## src/rtl/nfa_engine_param.sv

```systemverilog
// nfa_engine_param: parameterised bit-parallel NFA matcher with a one-deep
// result handshake. Optional match counter enabled by macro NFA_MATCH_COUNT_EN;
// without it res_cnt is tied to 0 and no count register exists.
module nfa_engine_param #(
  parameter int unsigned              NSTATE      = 16,
  parameter int unsigned              NCLASS      = 24,
  parameter logic [NSTATE*6-1:0]      CLASS_SEL   = '0,
  parameter logic [NSTATE*NSTATE-1:0] PRED_MASK   = '0,
  parameter logic [NSTATE-1:0]        START_MASK  = '0,
  parameter logic [NSTATE-1:0]        SELF_MASK   = '0,
  parameter logic [NSTATE-1:0]        ACCEPT_MASK = '0,
  parameter bit                       ANCHORED    = 1'b0
) (
  input  logic              clk,
  input  logic              sod_n,
  input  logic              sod,
  input  logic              en,
  input  logic              eod,
  input  logic [NCLASS-1:0] cls,
  output logic              match,
  output logic              res_valid,
  input  logic              res_ready,
  output logic              res_match,
  output logic [15:0]       res_pos,
  output logic [7:0]        res_cnt,
  output logic              res_drop
);

  localparam int unsigned POS_W  = 16;
  localparam int unsigned CNT_W  = 8;
  localparam int unsigned CLS_XW = 64;
  localparam logic [POS_W-1:0] POS_NONE = '1;
  localparam logic [CNT_W-1:0] CNT_MAX  = '1;

  logic [NSTATE-1:0] s_q, s_d, s_cur, s_nxt, arm;
  logic [POS_W-1:0]  pos_q, pos_d, cur_pos, pos_inc;
  logic [POS_W-1:0]  fpos_q, fpos_d, fpos_cur, fpos_upd;
  logic              match_q, match_d, match_cur, match_upd;
  logic              hit;
  logic              res_valid_q, res_valid_d;
  logic              res_match_q, res_match_d;
  logic [POS_W-1:0]  res_pos_q, res_pos_d;
  logic              res_drop_q, res_drop_d;
  logic [CLS_XW-1:0] cls_ext;
`ifdef NFA_MATCH_COUNT_EN
  logic [CNT_W-1:0]  cnt_q, cnt_d, cnt_cur, cnt_upd;
  logic [CNT_W-1:0]  res_cnt_q, res_cnt_d;
`endif

  // Widen class lines so a 6-bit selector always indexes in range
  assign cls_ext = CLS_XW'(cls);

  // Next-state, hit detection, per-packet tracking and result handshake
  always_comb begin
    // sod restarts the packet before the current byte is processed
    s_cur     = sod ? '0 : s_q;
    cur_pos   = sod ? '0 : pos_q;
    match_cur = sod ? 1'b0 : match_q;
    fpos_cur  = sod ? POS_NONE : fpos_q;

    arm = (!ANCHORED || (cur_pos == '0)) ? START_MASK : '0;
    for (int i = 0; i < int'(NSTATE); i++) begin
      s_nxt[i] = cls_ext[CLASS_SEL[i*6 +: 6]] &
                 (arm[i] | (|(s_cur & PRED_MASK[i*NSTATE +: NSTATE])) |
                  (SELF_MASK[i] & s_cur[i]));
    end
    hit = |(s_nxt & ACCEPT_MASK);

    pos_inc   = (cur_pos == POS_NONE) ? cur_pos : cur_pos + POS_W'(1);
    fpos_upd  = (!match_cur && hit) ? cur_pos : fpos_cur;
    match_upd = match_cur | hit;
`ifdef NFA_MATCH_COUNT_EN
    cnt_cur = sod ? '0 : cnt_q;
    cnt_upd = (hit && (cnt_cur != CNT_MAX)) ? cnt_cur + CNT_W'(1) : cnt_cur;
    cnt_d     = cnt_q;
    res_cnt_d = res_cnt_q;
`endif

    s_d         = s_q;
    pos_d       = pos_q;
    fpos_d      = fpos_q;
    match_d     = match_q;
    res_valid_d = res_valid_q & ~res_ready;
    res_match_d = res_match_q;
    res_pos_d   = res_pos_q;
    res_drop_d  = 1'b0;

    if (en) begin
      if (eod) begin
        // Last byte: publish result (or drop it) and restart the packet
        s_d     = '0;
        pos_d   = '0;
        fpos_d  = POS_NONE;
        match_d = 1'b0;
`ifdef NFA_MATCH_COUNT_EN
        cnt_d = '0;
`endif
        if (!res_valid_q || res_ready) begin
          res_valid_d = 1'b1;
          res_match_d = match_upd;
          res_pos_d   = fpos_upd;
`ifdef NFA_MATCH_COUNT_EN
          res_cnt_d = cnt_upd;
`endif
        end else begin
          res_drop_d = 1'b1;
        end
      end else begin
        s_d     = s_nxt;
        pos_d   = pos_inc;
        fpos_d  = fpos_upd;
        match_d = match_upd;
`ifdef NFA_MATCH_COUNT_EN
        cnt_d = cnt_upd;
`endif
      end
    end
  end

  // State and result registers
  always_ff @(posedge clk or negedge sod_n) begin
    if (!sod_n) begin
      s_q         <= '0;
      pos_q       <= '0;
      fpos_q      <= POS_NONE;
      match_q     <= 1'b0;
      res_valid_q <= 1'b0;
      res_match_q <= 1'b0;
      res_pos_q   <= '0;
      res_drop_q  <= 1'b0;
`ifdef NFA_MATCH_COUNT_EN
      cnt_q       <= '0;
      res_cnt_q   <= '0;
`endif
    end else begin
      s_q         <= s_d;
      pos_q       <= pos_d;
      fpos_q      <= fpos_d;
      match_q     <= match_d;
      res_valid_q <= res_valid_d;
      res_match_q <= res_match_d;
      res_pos_q   <= res_pos_d;
      res_drop_q  <= res_drop_d;
`ifdef NFA_MATCH_COUNT_EN
      cnt_q       <= cnt_d;
      res_cnt_q   <= res_cnt_d;
`endif
    end
  end

  assign match     = match_q;
  assign res_valid = res_valid_q;
  assign res_match = res_match_q;
  assign res_pos   = res_pos_q;
  assign res_drop  = res_drop_q;
`ifdef NFA_MATCH_COUNT_EN
  assign res_cnt   = res_cnt_q;
`else
  assign res_cnt   = '0;
`endif

endmodule

```

## config.mk

```make
export PLATFORM = sky130hd
export DESIGN_NAME = nfa_engine_param
export DESIGN_NICKNAME = d
export VERILOG_FILES = /design/src/rtl/nfa_engine_param.sv
export SDC_FILE = /design/constraint.sdc
export NUM_CORES = 1
export LEC_CHECK = 0
export ABC_AREA = 1
export ABC_CLOCK_PERIOD_IN_PS = 1400
export CAP_MARGIN = 20
export CORE_ASPECT_RATIO = 0.75
export CORE_MARGIN = 2
export CORE_UTILIZATION = 43
export CTS_CLUSTER_DIAMETER = 200
export DETAILED_ROUTE_END_ITERATION = 8
export PLACE_DENSITY = 0.8
export SYNTH_ARGS = -nofsm -noshare
export SYNTH_HDL_FRONTEND = slang
export SYNTH_SLANG_ARGS = --single-unit
```

## constraint.sdc

```tcl
create_clock -name clk -period 1.4 [get_ports clk]
set_clock_uncertainty 0.2 [all_clocks]
set_input_delay 0.28 -clock clk [delete_from_list [all_inputs] [get_ports clk]]
set_output_delay 0.28 -clock clk [all_outputs]
set_load 0.05 [all_outputs]
```

==> results of run 1 <==
## registers in the layout, indices dropped and copies added (netlist names)
signal / count
fpos_q: 16
res_pos: 16
match: 1
res_drop: 1
res_match: 1
res_valid: 1
## Yosys cell counts
cell | number | area (um2)
buf_6 | 2 | 22.5
nand2_1 | 67 | 251
buf_2 | 1 | 5.00
inv_4 | 1 | 6.26
buf_4 | 11 | 82.6
and2_1 | 1 | 6.26
dfrtp_1 | 20 | 500
o21ai_2 | 1 | 8.76
nand2_4 | 1 | 11.3
nor2_1 | 2 | 7.51
nand2_2 | 2 | 12.5
nand3_1 | 17 | 85.1
inv_1 | 18 | 67.6
conb_1 | 1 | 3.75
dfstp_2 | 16 | 420
inv_2 | 1 | 3.75
## area by class of cell
type | instances | share of cell area (%)
clock buffer | 8 | 4.31
inverter | 20 | 3.71
multi-input combinational | 99 | 19.7
sequential | 36 | 44.1
tap | 40 | 2.39
timing repair buffer | 35 | 25.7
## per-layer routing
metal  track usage, %  up-vias  routed length, um
met5                0        -                  0
met4             7.23        0                  2
met1             19.1      526               1200
met3             5.98        2                124
li1                 -      536                  -
met2             25.5       32               1380
## final timing paths
check	startpoint	to	slack, ps	cells after the start
max	res_pos[2]$_DFFE_PN0P_	res_pos[2]	50	1
min	sod_n	match$_DFFE_PN0P_	160	2
max reg2reg	res_valid$_DFF_PN0_	res_pos[15]$_DFFE_PN0P_	200	4
min reg2reg	fpos_q[11]$_DFFE_PN1P_	fpos_q[11]$_DFFE_PN1P_	270	2
max in group asynchronous	sod_n	fpos_q[13]$_DFFE_PN1P_	590	2
min in group clk	fpos_q[11]$_DFFE_PN1P_	fpos_q[11]$_DFFE_PN1P_	270	2
## power breakdown
part           total, mW  switching [mW]  leakage [nW]  internal (mW)
Combinational      0.810           0.456         0.645          0.354
Sequential          1.20          0.0833         0.403           1.12
Clock              0.738           0.338        0.0455          0.401
## cell families after synthesis
family | after synthesis
and+or+nand+nor | 90
DFF | 36
buffers and inverters | 34
AOI/OAI and AO/OA | 1
other | 1
## placed cells by master, fill, tap and decap left out
cell | netlist | final
and2_1 | 1 | 1
buf_12 | 0 | 21
buf_4 | 11 | 9
clkbuf_1 | 0 | 2
clkbuf_8 | 0 | 6
clkdlybuf4s50_1 | 0 | 5
conb_1 | 1 | 8
dfrtp_1 | 20 | 19
dfrtp_2 | 0 | 1
dfstp_2 | 16 | 16
inv_1 | 18 | 18
inv_2 | 1 | 1
inv_4 | 1 | 1
nand2_1 | 67 | 67
nand2_2 | 2 | 2
nand2_4 | 1 | 1
nand3_1 | 17 | 17
nor2_1 | 2 | 2
o21ai_2 | 1 | 1
==> impl_metrics.csv, run 1 <==
group,metric,value,unit
cells_and_area,layout.nets,227,
critical_path,crit_type,"register to output pin",
logic_synthesis,synth-simple-area-share,25.0,%
critical_path,arrival,870,ps
clocking,clkLatencyLatePin,280,ps
cells_and_area,regArea,922,um2
floorplanning,coreArea,0.00331,mm2
floorplanning,ios,58,
cells_and_area,num-fill-cells,237,
critical_path,max_stage_delay,420,ps
cells_and_area,area_growth,39.8,%
critical_path,worstPathCellList,"buf_12",
routing,dr.pass1.iters,4,
power_and_ir_drop,irDropWorstVdd,0.504,mV
critical_path,cpLargestDelayFamily,"flip-flops",
critical_path,cp.required,920,ps
routing,drt_iter0_drc,62,
place,dp_hpwl,1890,um
floorplanning,die_x,72.1,um
clocking,clk_pin_slew,60,ps
power_and_ir_drop,leakagePower,1.09,nW
critical_path,critical_path_buf_inv_count,1,
clocking,cts-resized-gates,0,
sta,finalSetupTns,0,ps
clocking,numCtsBuffers,5,
logic_synthesis,synth_cell_types,16,
cells_and_area,diodes,0,
run_status,status,"finished clean",
routing,ant_nets,0,
grt,antenna_found_initial,0,
clocking,cts_root_buffer,"clkbuf_8",
place,place_area,0.00200,mm2
clocking,cts.htree.levels,2,
logic_synthesis,synth_adder_area_share,0,%
floorplanning,die_h,55.1,um
cells_and_area,multi_input_area,413,um2
grt,grt-ovfl-total,0,
logic_synthesis,yosysWarningCount,0,
sta,maxSlewViolCount,0,
cells_and_area,drive_above_1_share,29.8,%
sta,period_share,96.7,%
cells_and_area,final_cells,238,
critical_path,critPathLaunchType,"register",
sta,setup_viol,0,
grt,grt_pass1_vias,1024,
logic_synthesis,synth_compound_area_share,0.586,%
grt,grt_pass1_wl,4570,um
sta,rsz0062_at_grt,"no",
logic_synthesis,syn_area_per_cell,9.23,um2
logic_synthesis,synth_seq_cells,36,
sta,timing.final.ws_setup,45.6,ps
clocking,clock-sinks,36,
logic_synthesis,synth_xor_area_share,0,%
logic_synthesis,synth_area,0.00150,mm2
place,gp_congestion,0.817,
grt,gr-usage-all-layers,15.8,%
routing,post_drt_wl_per_cell,11.4,um
logic_synthesis,netlist_instances,162,
place,dp_worst_setup_slack,-169,ps
logic_synthesis,synth-seq-area-share,61.6,%
sta,max_freq,738,MHz
floorplanning,fp-row-count,18,
routing,drc,0,
clocking,cts_buffer_depth,2,
routing,vias,1096,
grt,grt_max_degree,37,
sta,hold_ws,163,ps
critical_path,critPathMaxFanout,2,
routing,via_per_inst,4.61,
sta,hold_violations,0,
cells_and_area,fin_util,63.2,%
power_and_ir_drop,powerDensity,1310,mW/mm2
place,numPortBuffers,25,
critical_path,critical-path-slowest-cell,"dfrtp_1",
logic_synthesis,synthMuxAreaShare,0,%
clocking,cts_hold_buf,0,
routing,wl,2710,um
run,cap_violations,0,
cells_and_area,stdcell_area,0.00209,mm2
clocking,cts_setup_buffers,0,
floorplanning,die_area,0.00397,mm2
place,place_inst,230,
sta,fin_crit,1350,ps
power_and_ir_drop,p_total,2.75,mW
floorplanning,initial_core_util,45.2,%
logic_synthesis,synth_top_family_by_area,"simple AND/OR/NAND/NOR gates",
critical_path,worst_setup_path_end_kind,"output pin",
clocking,cts_tree,"yes",
min_path,hold_path_class,"input pin to async pin",
(Power assumes the default switching activity.)
==> run 2: changes to the inputs <==
- CORE_MARGIN: 2 -> 4
==> run 2 against run 1 <==
Net effect: routed wire length is 6.2% higher; count of clock-buffer cells in the layout is 1 lower; worst setup slack worse by 16 ps; core utilization is 1.1 points higher; clock power hardly changed; critical path depth stayed put; combinational power is 2% higher; total power is 0.73% higher; critical path type unchanged; design area is 1.7% higher; sequential share of layout area is 0.73 points lower; hold slack better by 0.90 ps.
==> impl_metrics.csv, run 2 (synthesis gave the netlist of run 1 again) <==
group,metric,value,unit
run_status,status,"finished clean",
critical_path,critical_path_buf_inv_count,1,
power_and_ir_drop,p_total,2.77,mW
sta,timing.final.ws_setup,29.9,ps
power_and_ir_drop,powerDensity,1300,mW/mm2
power_and_ir_drop,switching_share,32.1,%
min_path,hold_path_class,"input pin to async pin",
run,cap_violations,0,
cells_and_area,fin_util,64.2,%
cells_and_area,final_common_cell,"nand2_1",
floorplanning,ios,58,
sta,hold_violations,0,
place,dp_hpwl,2070,um
sta,finalSetupTns,0,ps
critical_path,r2r_slack,130,ps
critical_path,cpLargestDelayFamily,"flip-flops",
critical_path,worst_setup_path_end_kind,"output pin",
clocking,numCtsBuffers,5,
cells_and_area,drive_above_1_share,29.6,%
critical_path,crit_type,"register to output pin",
power_and_ir_drop,power_switching,0.890,mW
routing,ant_nets,0,
sta,max_freq,730,MHz
grt,grt_max_degree,37,
place,numPortBuffers,25,
critical_path,cp.required,920,ps
sta,period_share,97.9,%
cells_and_area,area_growth,42.2,%
power_and_ir_drop,p_int,1.88,mW
sta,maxSlewViolCount,0,
power_and_ir_drop,pwr-share-comb,29.9,%
power_and_ir_drop,pwr-share-clk,26.7,%
clocking,cts_buffer_depth,2,
sta,rsz0062_at_grt,"no",
routing,vias,1077,
cells_and_area,layout.nets,225,
place,dp_worst_setup_slack,-233,ps
cells_and_area,final_cell_mix,"67 x nand2_1, 24 x buf_12, 19 x dfrtp_1",
grt,gr-usage-all-layers,13.9,%
cells_and_area,num-fill-cells,227,
critical_path,critical-path-slowest-cell,"dfrtp_1",
clocking,cts_hold_buf,0,
grt,grt_pass1_vias,1051,
routing,wl,2870,um
clocking,cts.htree.levels,2,
cells_and_area,diodes,0,
critical_path,worstPathCellList,"buf_12",
clocking,clkLatencyLatePin,280,ps
floorplanning,die_area,0.00449,mm2
power_and_ir_drop,seq_power_share,43.3,%
grt,grt-ovfl-total,0,
power_and_ir_drop,leakagePower,1.10,nW
floorplanning,coreArea,0.00331,mm2
sta,setup_viol,0,
sta,fin_crit,1370,ps
routing,dr.pass1.iters,4,
clocking,clk_pin_slew,70,ps
clocking,clock-sinks,36,
critical_path,critPathMaxFanout,3,
floorplanning,die_x,76.1,um
floorplanning,die_h,59.1,um
clocking,cts_root_buffer,"clkbuf_8",
sta,hold_ws,163,ps
power_and_ir_drop,irDropWorstVdd,0.501,mV
grt,antenna_found_initial,0,
critical_path,max_stage_delay,440,ps
routing,via_per_inst,4.56,
floorplanning,initial_core_util,45.2,%
floorplanning,fp-row-count,18,
grt,grt_pass1_wl,4910,um
critical_path,critPathLaunchType,"register",
clocking,cts_tree,"yes",
routing,drc,0,
routing,post_drt_wl_per_cell,12.2,um
place,gp_congestion,0.728,
critical_path,arrival,890,ps
routing,drt_iter0_drc,111,
==> run 2: changes by cell type in the layout (fill, tap and decap cells not counted) <==
cell	change
buf_4	-5
nand2_8	+1
clkinvlp_4	+1
clkbuf_1	-1
nand2_4	-1
buf_12	+3
==> run 2: routing by layer <==
metal | up-vias | global-route usage (%) | part of all wire, %
li1 | 531 | - | -
met5 | - | 0 | 0
met2 | 39 | 22.8 | 50
met3 | 2 | 3.34 | 6.8
met4 | 0 | 5.99 | 0.80
met1 | 505 | 17.8 | 43
==> run 2: area by class of cell <==
cell class                      count  area, um2  area share [%]
Clock buffer                        7       86.3            4.06
Clock inverter                      1       7.51           0.353
Inverter                           20       77.6            3.65
Multi-Input combinational cell     99        422            19.8
Sequential cell                    36        922            43.4
Tap cell                           40       50.0            2.35
Timing Repair Buffer               33        561            26.4
==> run 2: repair_timing <==
action | CTS | global route
gates resized for setup | 0 | 1
setup buffers | 0 | 0
setup endpoints to repair | 0 | 6
endpoints found under the hold margin | 0 | 0
==> run 2: path summary, 6_finish.rpt <==
kind | cells past startpoint | from | endpoint
max in group asynchronous | 2 | sod_n | fpos_q[4]$_DFFE_PN1P_
hold reg to reg | 2 | fpos_q[10]$_DFFE_PN1P_ | fpos_q[10]$_DFFE_PN1P_
min in group clk | 2 | fpos_q[10]$_DFFE_PN1P_ | fpos_q[10]$_DFFE_PN1P_
hold / removal | 2 | sod_n | res_pos[5]$_DFFE_PN0P_
setup / recovery | 1 | match$_DFFE_PN0P_ | match
setup reg to reg | 4 | res_valid$_DFF_PN0_ | res_pos[6]$_DFFE_PN0P_
==> run 2: per-stage QoR <==
| step | std cells | instance area [um2] |
|---|---|---|
| floorplan | 169 | 1520 |
| global placement | 228 | 2020 |
| detailed placement | 228 | 2020 |
| CTS | 236 | 2120 |
| global route | 236 | 2130 |
| finish | 236 | 2130 |
==> run 2: power groups by stage <==
stage          registers (mW)  logic (mW)  clock network [mW]
2_1_floorplan            1.44       0.181                   0
3_3_place_gp             1.21       0.818                   0
3_5_place_dp             1.22       0.830                   0
4_1_cts                  1.20       0.831               0.757
5_1_grt                  1.21       0.863               0.805
6_report                 1.20       0.828               0.741
